<file path="src/rtl/chunked_add_sub.sv">
// Multi-cycle adder/subtractor: processes CHUNK bits per clock, LSB chunk first.
// Result doubles as the accumulator for the accumulate modes.
module chunked_add_sub #(
  parameter int WIDTH = 16,
  parameter int CHUNK = 4
) (
  input  logic             Clk,
  input  logic             Reset,
  input  logic             Start,
  input  logic [1:0]       Mode,
  input  logic [WIDTH-1:0] OpX,
  input  logic [WIDTH-1:0] OpY,
  output logic             Busy,
  output logic             Done,
  output logic [WIDTH-1:0] Result,
  output logic             CarryOut,
  output logic             Overflow,
  output logic             Zero,
  output logic [1:0]       fsm_state
);

  localparam int N  = WIDTH / CHUNK;
  localparam int CW = (N > 1) ? $clog2(N) : 1;

  localparam logic [1:0] IDLE = 2'd0;
  localparam logic [1:0] RUN  = 2'd1;
  localparam logic [1:0] DONE = 2'd2;

  logic [1:0]             state;
  logic [CW-1:0]          cnt;
  logic [WIDTH-1:0]       a_reg;
  logic [WIDTH-1:0]       b_reg;
  logic [WIDTH-1:0]       sum_reg;
  logic                   carry;
  logic [CHUNK:0]         chunk_sum;
  logic [WIDTH+CHUNK-1:0] sum_ext;
  logic [WIDTH-1:0]       new_result;
  logic                   last;
  logic                   msb_overflow;

  // Operands shift right each cycle so the active chunk is always at bit 0;
  // the sum shifts in from the top and is complete after N steps.
  assign chunk_sum  = {1'b0, a_reg[CHUNK-1:0]} + {1'b0, b_reg[CHUNK-1:0]}
                    + {{CHUNK{1'b0}}, carry};
  assign sum_ext    = {chunk_sum[CHUNK-1:0], sum_reg};
  assign new_result = sum_ext[WIDTH+CHUNK-1:CHUNK];
  assign last       = (cnt == CW'(N - 1));

  // a^b^sum at the MSB recovers the carry into the MSB.
  assign msb_overflow = a_reg[CHUNK-1] ^ b_reg[CHUNK-1] ^ chunk_sum[CHUNK-1]
                      ^ chunk_sum[CHUNK];

  always_ff @(posedge Clk or posedge Reset) begin
    if (Reset) begin
      state    <= IDLE;
      cnt      <= '0;
      a_reg    <= '0;
      b_reg    <= '0;
      sum_reg  <= '0;
      carry    <= 1'b0;
      Result   <= '0;
      CarryOut <= 1'b0;
      Overflow <= 1'b0;
      Zero     <= 1'b0;
    end else begin
      case (state)
        IDLE, DONE: begin
          if (Start) begin
            a_reg <= Mode[1] ? Result : OpX;
            b_reg <= OpY ^ {WIDTH{Mode[0]}};
            carry <= Mode[0];
            cnt   <= '0;
            state <= RUN;
          end else begin
            state <= IDLE;
          end
        end
        RUN: begin
          a_reg   <= a_reg >> CHUNK;
          b_reg   <= b_reg >> CHUNK;
          sum_reg <= new_result;
          carry   <= chunk_sum[CHUNK];
          cnt     <= cnt + CW'(1);
          if (last) begin
            Result   <= new_result;
            CarryOut <= chunk_sum[CHUNK];
            Overflow <= msb_overflow;
            Zero     <= (new_result == '0);
            state    <= DONE;
          end
        end
        default: state <= IDLE;
      endcase
    end
  end

  assign Busy      = (state == RUN);
  assign Done      = (state == DONE);
  assign fsm_state = state;

endmodule

</file>
<file path="config.mk">
export PLATFORM = sky130hd
export DESIGN_NAME = chunked_add_sub
export DESIGN_NICKNAME = d
export VERILOG_FILES = /design/src/rtl/chunked_add_sub.sv
export SDC_FILE = /design/constraint.sdc
export NUM_CORES = 1
export LEC_CHECK = 0
export ABC_AREA = 1
export BUFFER_PORTS_ARGS = -buffer_cell sky130_fd_sc_hd__buf_2
export CAP_MARGIN = 20
export CORE_ASPECT_RATIO = 1.2
export CORE_UTILIZATION = 56
export CTS_CLUSTER_DIAMETER = 80
export DETAILED_ROUTE_END_ITERATION = 6
export GPL_TIMING_DRIVEN = 0
export PLACE_DENSITY = 0.87
export SLEW_MARGIN = 20
export SYNTH_ARGS = -nofsm -noshare
export SYNTH_HDL_FRONTEND = slang
export SYNTH_SLANG_ARGS = --single-unit
</file>
<file path="constraint.sdc">
create_clock -name Clk -period 4.2 [get_ports Clk]
set_input_delay 0.42 -clock Clk [delete_from_list [all_inputs] [get_ports Clk]]
set_output_delay 0.42 -clock Clk [all_outputs]
set_load 0.005 [all_outputs]
</file>
==> run metrics <==
#FFs+latches synth between 60 and 70; Post-Route WL slightly below 8 mm; CP Max Fanout 10; IO Port Bufs between 50 and 60; Final ANT Viol Nets 0; critical path class flip-flop to primary output; area of the multi-input gates about 0.0012 mm2; Final #Nets 482; Hold Crit Class input pin to async pin; Synth warnings 0; clk_lat worst skew 360 ps; GPL Wtd Cong between 0.9 and 1; Worst Path Buf+Inv 2; largest net degree at the start of global routing 44; total global routing overflow 0; I/O Pins 60; setup total negative slack 0 ps; pwr/cell area 805 mW/mm2; reg2reg setup slack between 2000 and 2500 ps; Crit. End Element primary output; Least-Margin Pin Slew 495 ps; fin crit share 0.502; family with the most delay on the worst path buffers and inverters; Initial DRC Count roughly 270; final hold slack approximately 23 ps; slew margin rel. 0.670; cell breakdown of the critical path nor2_4, clkbuf_1, buf_2; RSZ-0062 raised after global routing no; Cells after Synth 370; synth unique cells 25; row count 29; Final Hold Vio Count 0; DR vias/cell ~5.7; Mean Syn Cell Area about 8.6 um2; Total Routing Usage GR 0.291; Critical Path RT approximately 3800 ps; crit path max-delay cell type clkbuf_1; Via Count 2860; core area ~0.0054 mm2; sequential area share after synthesis 0.533; synthesized cell area approximately 0.0032 mm2; # Max-Cap Violations 0; number of CTS-inserted buffers 9; first-pass GRT wire length between 10 and 15 mm; placed cell area ~0.0036 mm2; min cycle time layout roughly 2100 ps; die area 0.00601 mm2; fin. max-slew vios 0; setup bufs post-CTS 0; hpwl dp between 5 and 6 mm; effective utilization at floorplan 0.591; VDD IR max between 300 and 400 uV; hold buffer count at CTS 0; clk root buf clkbuf_8; Die Ht between 80 and 90 um; Critical Path Source Type flip-flop; skew final about 11 ps; Reg area 0.00170 mm2; top achievable clock speed 0.474 GHz; Worst Path Arrival between 1500 and 2000 ps; Design Area, Final about 0.0038 mm2; vias in the first global route around 2800; Sink Count 68; syn_nets just over 400; Crit path largest cell delay around 440 ps; Area Growth Syn to Fin 19.1%; DRC viols 0; Pleak ~1.9 nW; Chip Width just over 70 um; Worst-path clk slew 80 ps; PostCTS Resize Cnt 0; ANT cells 0; initial antenna violation count 0; drt pass-1 iters 7; wire length per cell about 16 um; share of cells above drive strength 1 0.209; Setup-failing EPs final 0; Fillers 412; Bufs on Longest Clock Path 2; status finished, final reports clean; TritonCTS clock tree done; CTS HTree Levels 3
cell families after synthesis:
logic type,count (synthesis),synth area share
DFF,68,0.533
xor gates and xnor gates,8,0.0219
and+or+nand+nor,146,0.184
adders and majority gates,6,0.0282
AOI/OAI and AO/OA,84,0.155
buffers and inverters,58,0.0783
synthesized netlist by cell type, drive strengths merged:
cell type	n	area [um2]
nand4	1	6.26
o22ai	5	31.3
o21ai	43	215
clkbuf	7	26.3
nor2	15	71.3
nand2	115	432
dfrtp	68	1700
nand3	13	65.1
xnor2	8	70.1
or2	1	6.26
o221ai	7	61.3
buf	13	81.3
nand3b	1	7.51
ha	4	50.1
a21oi	13	65.1
o211ai	14	105
inv	38	143
o21a	1	7.51
a22o	1	8.76
fa	2	40.0
where the power goes:
group          leakage (nW)  internal [mW]  switching [mW]
clock                 0.102          0.337           0.269
combinational         0.951          0.487           0.799
sequential            0.852          0.968           0.202
worst paths after layout:
path | cells past startpoint | end | start
worst max-delay path | 3 | Busy | fsm_state[1]
worst min-delay path | 2 | Result[2] | Reset
worst max register to register | 9 | Zero | a_reg[0]
worst min register to register | 2 | CarryOut | CarryOut
max in group asynchronous | 3 | b_reg[1] | Reset
min in group Clk | 3 | b_reg[6] | OpY[6]
through the flow:
stage	setup WS, ps	utilization	cells	total power, mW
floorplan	2070	-	370	2.01
global placement	1300	0.658	489	2.38
detailed placement	2260	0.662	490	2.44
CTS	2100	0.704	506	3.05
global route	2000	0.704	506	3.29
finish	2090	0.704	506	3.06
layout make-up:
type                    count  area share
multi-input cells         244       0.327
clock inverters             7      0.0263
plain buffers              20      0.0283
flip-flops and latches     68       0.447
well taps                  62      0.0204
clock buffers               9      0.0326
inverters                  38      0.0382
repair buffers             58      0.0803
per-layer routing:
metal | vias up | part of all wire | GRT usage | wire (um)
met5 | - | 0 | 0 | 0
met4 | 0 | 0.025 | 0.135 | 195
met3 | 18 | 0.065 | 0.0696 | 515
met2 | 121 | 0.49 | 0.472 | 3850
met1 | 1375 | 0.42 | 0.370 | 3360
li1 | 1346 | - | - | -
placed cells by master (no fill, tap or decap), types with 2 or more instances in the layout:
| cell type | Yosys | layout |
|---|---|---|
| ha_1 | 4 | 4 |
| buf_4 | 4 | 4 |
| o21ai_1 | 6 | 6 |
| buf_2 | 8 | 65 |
| dfrtp_1 | 68 | 68 |
| inv_2 | 2 | 2 |
| inv_1 | 36 | 35 |
| nand2_1 | 115 | 115 |
| o22ai_1 | 5 | 5 |
| fa_1 | 2 | 2 |
| a21oi_1 | 13 | 13 |
| clkinvlp_4 | 0 | 3 |
| o21ai_0 | 37 | 37 |
| o211ai_1 | 14 | 14 |
| nor2_1 | 13 | 13 |
| nand3_1 | 13 | 13 |
| clkbuf_1 | 7 | 7 |
| xnor2_1 | 8 | 8 |
| bufinv_16 | 0 | 2 |
| o221ai_1 | 7 | 7 |
| clkbuf_8 | 0 | 9 |
| nor2_4 | 2 | 2 |
No activity file was read; power rests on OpenSTA's default activity.
